--- config.mk ---
export PLATFORM = sky130hd
export DESIGN_NAME = bcd_counter_n
export DESIGN_NICKNAME = d
export VERILOG_FILES = /design/src/rtl/bcd_counter_pkg.sv /design/src/rtl/bcd_digit_cell.sv /design/src/rtl/bcd_counter_n.sv
export SDC_FILE = /design/constraint.sdc
export NUM_CORES = 1
export LEC_CHECK = 0
export CAP_MARGIN = 20
export CORE_UTILIZATION = 52
export CTS_CLUSTER_DIAMETER = 100
export DETAILED_ROUTE_END_ITERATION = 6
export GPL_TIMING_DRIVEN = 0
export PLACE_DENSITY = 0.91
export SETUP_SLACK_MARGIN = 0.4
export SLEW_MARGIN = 10
export SYNTH_ARGS = -nofsm -noshare
export SYNTH_HDL_FRONTEND = slang
export SYNTH_SLANG_ARGS = --single-unit
--- constraint.sdc ---
create_clock -name clk -period 3.8 [get_ports clk]
set_input_delay 0.57 -clock clk [delete_from_list [all_inputs] [get_ports clk]]
set_output_delay 0.57 -clock clk [all_outputs]
set_load 0.02 [all_outputs]
--- src/rtl/bcd_counter_pkg.sv ---
// Shared types and helpers for the N-digit packed-BCD counter.
package bcd_counter_pkg;

  typedef logic [3:0] bcd_digit_t;

  localparam bcd_digit_t BCD_MAX = 4'd9;
  localparam bcd_digit_t BCD_MIN = 4'd0;

  function automatic logic bcd_valid(input bcd_digit_t digit);
    return digit <= BCD_MAX;
  endfunction

endpackage

--- src/rtl/bcd_digit_cell.sv ---
// One BCD digit: load with validation, step up/down with 9<->0 wrap.
module bcd_digit_cell
  import bcd_counter_pkg::*;
(
  input  logic       clk,
  input  logic       reset,
  input  logic       step,
  input  logic       up_dn,
  input  logic       load,
  input  bcd_digit_t load_digit,
  output bcd_digit_t digit,
  output logic       at_limit,
  output logic       bad_load
);

  bcd_digit_t digit_q;
  bcd_digit_t digit_d;

  always_comb begin
    digit_d = digit_q;
    if (load) begin
      // An out-of-range digit is replaced by zero so q never holds a non-BCD value.
      digit_d = bcd_valid(load_digit) ? load_digit : BCD_MIN;
    end else if (step) begin
      if (up_dn) digit_d = (digit_q == BCD_MAX) ? BCD_MIN : digit_q + 4'd1;
      else       digit_d = (digit_q == BCD_MIN) ? BCD_MAX : digit_q - 4'd1;
    end
  end

  always_ff @(posedge clk or posedge reset) begin
    if (reset) digit_q <= BCD_MIN;
    else       digit_q <= digit_d;
  end

  assign digit    = digit_q;
  assign at_limit = up_dn ? (digit_q == BCD_MAX) : (digit_q == BCD_MIN);
  assign bad_load = load & ~bcd_valid(load_digit);

endmodule

--- src/rtl/bcd_counter_n.sv ---
// N-digit packed-BCD up/down counter with load validation and carry/borrow.
// Define BCD_COUNTER_SAT_EN to saturate at 9..9 / 0..0 instead of wrapping.
module bcd_counter_n
  import bcd_counter_pkg::*;
#(
  parameter int NUM_DIGITS = 4
) (
  input  logic                    clk,
  input  logic                    reset,
  input  logic                    en,
  input  logic                    up_dn,
  input  logic                    load,
  input  logic [4*NUM_DIGITS-1:0] load_val,
  output logic [4*NUM_DIGITS-1:0] q,
  output logic [NUM_DIGITS-1:0]   ena,
  output logic                    carry_out,
  output logic                    load_err
);

  logic                  count;
  logic                  all_limit;
  logic [NUM_DIGITS-1:0] chain;
  logic [NUM_DIGITS-1:0] step;
  logic [NUM_DIGITS-1:0] at_limit;
  logic [NUM_DIGITS-1:0] bad_load;
  logic                  load_err_q;
  logic                  load_err_d;
  logic                  run;

  // Gating with reset keeps the combinational strobes quiet while reset is held.
  assign count = en & ~load & ~reset;

  always_comb begin
    run   = count;
    chain = '0;
    for (int i = 0; i < NUM_DIGITS; i++) begin
      chain[i] = run;
      run      = run & at_limit[i];
    end
    all_limit = run;
`ifdef BCD_COUNTER_SAT_EN
    step = all_limit ? '0 : chain;
`else
    step = chain;
`endif
  end

  assign ena       = step;
  assign carry_out = all_limit;

  for (genvar g = 0; g < NUM_DIGITS; g++) begin : g_digit
    bcd_digit_t digit;

    bcd_digit_cell u_cell (
      .clk        (clk),
      .reset      (reset),
      .step       (step[g]),
      .up_dn      (up_dn),
      .load       (load),
      .load_digit (load_val[4*g +: 4]),
      .digit      (digit),
      .at_limit   (at_limit[g]),
      .bad_load   (bad_load[g])
    );

    assign q[4*g +: 4] = digit;
  end

  assign load_err_d = |bad_load;

  always_ff @(posedge clk or posedge reset) begin
    if (reset) load_err_q <= 1'b0;
    else       load_err_q <= load_err_d;
  end

  assign load_err = load_err_q;

endmodule

==> flow_summary_export.csv <==
group,metric,value,unit
setup_path,crit_required,3.23,ns
setup_path,reg2reg_from,"g_digit[0].u_cell.digit[3]$_DFFE_PP0P_",
detailed_routing,vias,1680,
setup_path,critPathMaxStageDelay,0.42,ns
setup_path,end_kind,"output pin",
yosys,ys_seq_area_share,26.6,%
hold_path,min_from,"g_digit[2].u_cell.digit[3]$_DFFE_PP0P_",
place,gp_congestion,0.915,
floorplanning,num_io_pins,43,
detailed_routing,drt_pass1_iterations,7,
detailed_routing,first_iter_violations,94,
setup_path,arrival,2.73,ns
sta,post-route-period-util,86.8,%
setup_path,regToRegEndpoint,"g_digit[3].u_cell.digit[2]$_DFFE_PP0P_",
place,io_buffers,42,
setup_path,r2r_setup_slack,1.43,ns
power_and_ir_drop,powerDensity,266,mW/mm²
floorplanning,die-area,0.00330,mm²
grt,antenna_found_initial,0,
cts,cts_root_buf,"clkbuf_4",
yosys,yosysWarnings,0,
sta,hold_viol,0,
grt,grt_pass1_wl,6.67,mm
setup_path,critPathMaxFanout,9,
sta,report.final.slew_viol_count,0,
setup_path,reg2reg_depth,8,
sta,relSlewSlack,50.6,%
cts,cts_num_sinks,17,
outcome,status,"finished, violations left",
sta,fin_skew,0.00611,ns
outcome,violations,"DRC",
power_and_ir_drop,power,0.000561,W
yosys,synth_area_per_cell,8.04,µm²
floorplanning,core_area,0.00283,mm²
cts,numCtsBuffers,3,
hold_path,holdPathStages,2,
yosys,synth-edff-count,0,
yosys,ys_seq_elements,17,
grt,grt_usage,25.8,%
yosys,yosys.cell_types.count,53,
sta,worstMarginPinSlew,0.733,ns
finish,drive_gt1_share,14.1,%
grt,grt_max_degree,19,
cts,h-tree-depth,1,
sta,setup-violations-final,0,
hold_path,min_to,"g_digit[2].u_cell.digit[3]$_DFFE_PP0P_",
sta,timing.fmax,303,MHz
floorplanning,die-width,57.5,µm
yosys,synth_top_cell_by_area,"dfrtp_1",
yosys,synth_area_leaders,"dfrtp_1, o21ai_0, clkbuf_8, mux2i_1, nand3_1",
place,hpwl,2.89,mm
grt,grt_pass1_vias,1495,
sta,period_minus_slack,3.30,ns
setup_path,crit_chain,"clkdlybuf4s50_1 -> or2b_4 -> buf_8 -> a2111o_1 -> buf_6 -> nor4b_4 -> nor4b_2 -> buf_4",
detailed_routing,drt_wl_total,4.13,mm
floorplanning,rows,19,
sta,rsz0062_at_grt,"no",
grt,overflow,0,
cts,ctsHoldBuffers,0,
power_and_ir_drop,vdd_ir_drop_max,0.175,mV
setup_path,setup.worst_path.class,"in2out",
yosys,ys.flop_type,"dfrtp_1",
cts,clock_path_buffers,2,
yosys,synth_cells,199,
detailed_routing,wl_per_cell,14.7,µm
finish,antenna_cells,0,
detailed_routing,drc,3,
yosys,synth_top_area_share,26.6,%
setup_path,cp-start-kind,"input pin",
hold_path,hp-class,"reg2reg",
run,maxCapViolCount,0,
detailed_routing,antenna_left,0,
cts,clock_latency,0.29,ns
cts,cts_tree,"built",
floorplanning,start_util,56.5,%
yosys,syn-cell-area,0.00160,mm²
setup_path,slowest_stage,"clkdlybuf4s50_1",
floorplanning,die_y,57.5,µm
yosys,netlist_top_cells_count,"dfrtp_1, o21ai_0, nand2_1, nor2_1, nand3_1",
power_and_ir_drop,cellLeakagePower,0.837,nW
finish,area_growth,32.2,%
finish,fin_nets,271,
sta,tns,0,ns
yosys,ys_async_sr_fraction,100,%
cts,path_clk_slew,0.11,ns
yosys,syn-num-nets,220,
detailed_routing,viasPerCell,6.00,
[final cells by class]
type                       instances  area, µm²
timing repair buffer              46        442
fill                             227        714
sequential                        17        425
clock buffer                       4       26.3
multi-input combinational        150        962
inverter                           6       22.5
buffer                            26        198
tap                               31       38.8
[worst max-delay path by stage]
stage,startpoint,endpoint,slack (ns),cells past startpoint
floorplan,en,carry_out,0.79,6
global placement,up_dn,carry_out,-0.25,7
detailed placement,up_dn,carry_out,-0.28,7
CTS,en,carry_out,0.31,8
global route,reset,carry_out,0.39,8
finish,reset,carry_out,0.50,8
[cells in the final DEF (no fill, tap or decap), types with 9 or more instances in the layout]
| master | n |
|---|---|
| dfrtp_1 | 17 |
| buf_4 | 9 |
| a21oi_1 | 10 |
| nand3_1 | 12 |
| clkbuf_1 | 12 |
| clkdlybuf4s50_1 | 36 |
| nor2_1 | 13 |
| nor3_1 | 10 |
| nand2_1 | 13 |
| o21ai_0 | 17 |
[sequential cells by signal, indices dropped and copies added (netlist names)]
name                  count
g_digit.u_cell.digit     16
load_err                  1
[per-layer routing]
layer  global-route usage, %  wire (µm)  vias to the layer above
met3                    3.63        306                        6
met2                    40.9       1970                       70
met1                    36.1       1810                      776
li1                        -          -                      828
met5                       0          0                        -
met4                    8.36         50                        0
[critical path, delay by kind of cell]
family	cells	cell delay [ns]
AOI/OAI and AO/OA	1	0.39
buffers and inverters	4	0.88
and+or+nand+nor	3	0.88
[power by group]
group	leakage [nW]	switching [W]	internal, W
Clock	0.0150	0.0000626	0.0000408
Sequential	0.218	0.0000132	0.000197
Combinational	0.603	0.000129	0.000119
[repair_timing]
action,in CTS,in global routing
gates resized for setup,8,9
setup buffers,2,2
endpoints found under the setup margin,4,2
pin swaps,1,2
[through the flow]
| stage | hold slack, ns | std cells | util, % | instance area [µm²] | worst slack (ns) |
|---|---|---|---|---|---|
| finish | 0.691 | 280 | 74.7 | 2110 | 0.500 |
| global route | 0.724 | 280 | 74.7 | 2110 | 0.391 |
| CTS | 0.684 | 278 | 74.3 | 2100 | 0.313 |
| detailed placement | 0.665 | 272 | 72.8 | 2060 | -0.283 |
| global placement | 0.660 | 272 | 72.8 | 2060 | -0.250 |
| floorplan | 0.505 | 199 | - | 1600 | 0.787 |
[kinds of logic after synthesis]
logic type	count (synthesis)	share of synthesized area (%)
AND/OR/NAND/NOR	75	26.0
AO/OA/AOI/OAI	60	24.9
buffers and inverters	32	13.7
flip-flops	17	26.6
XOR/XNOR	8	4.38
multiplexers	7	4.46
No activity file was read; power rests on OpenSTA's default activity.
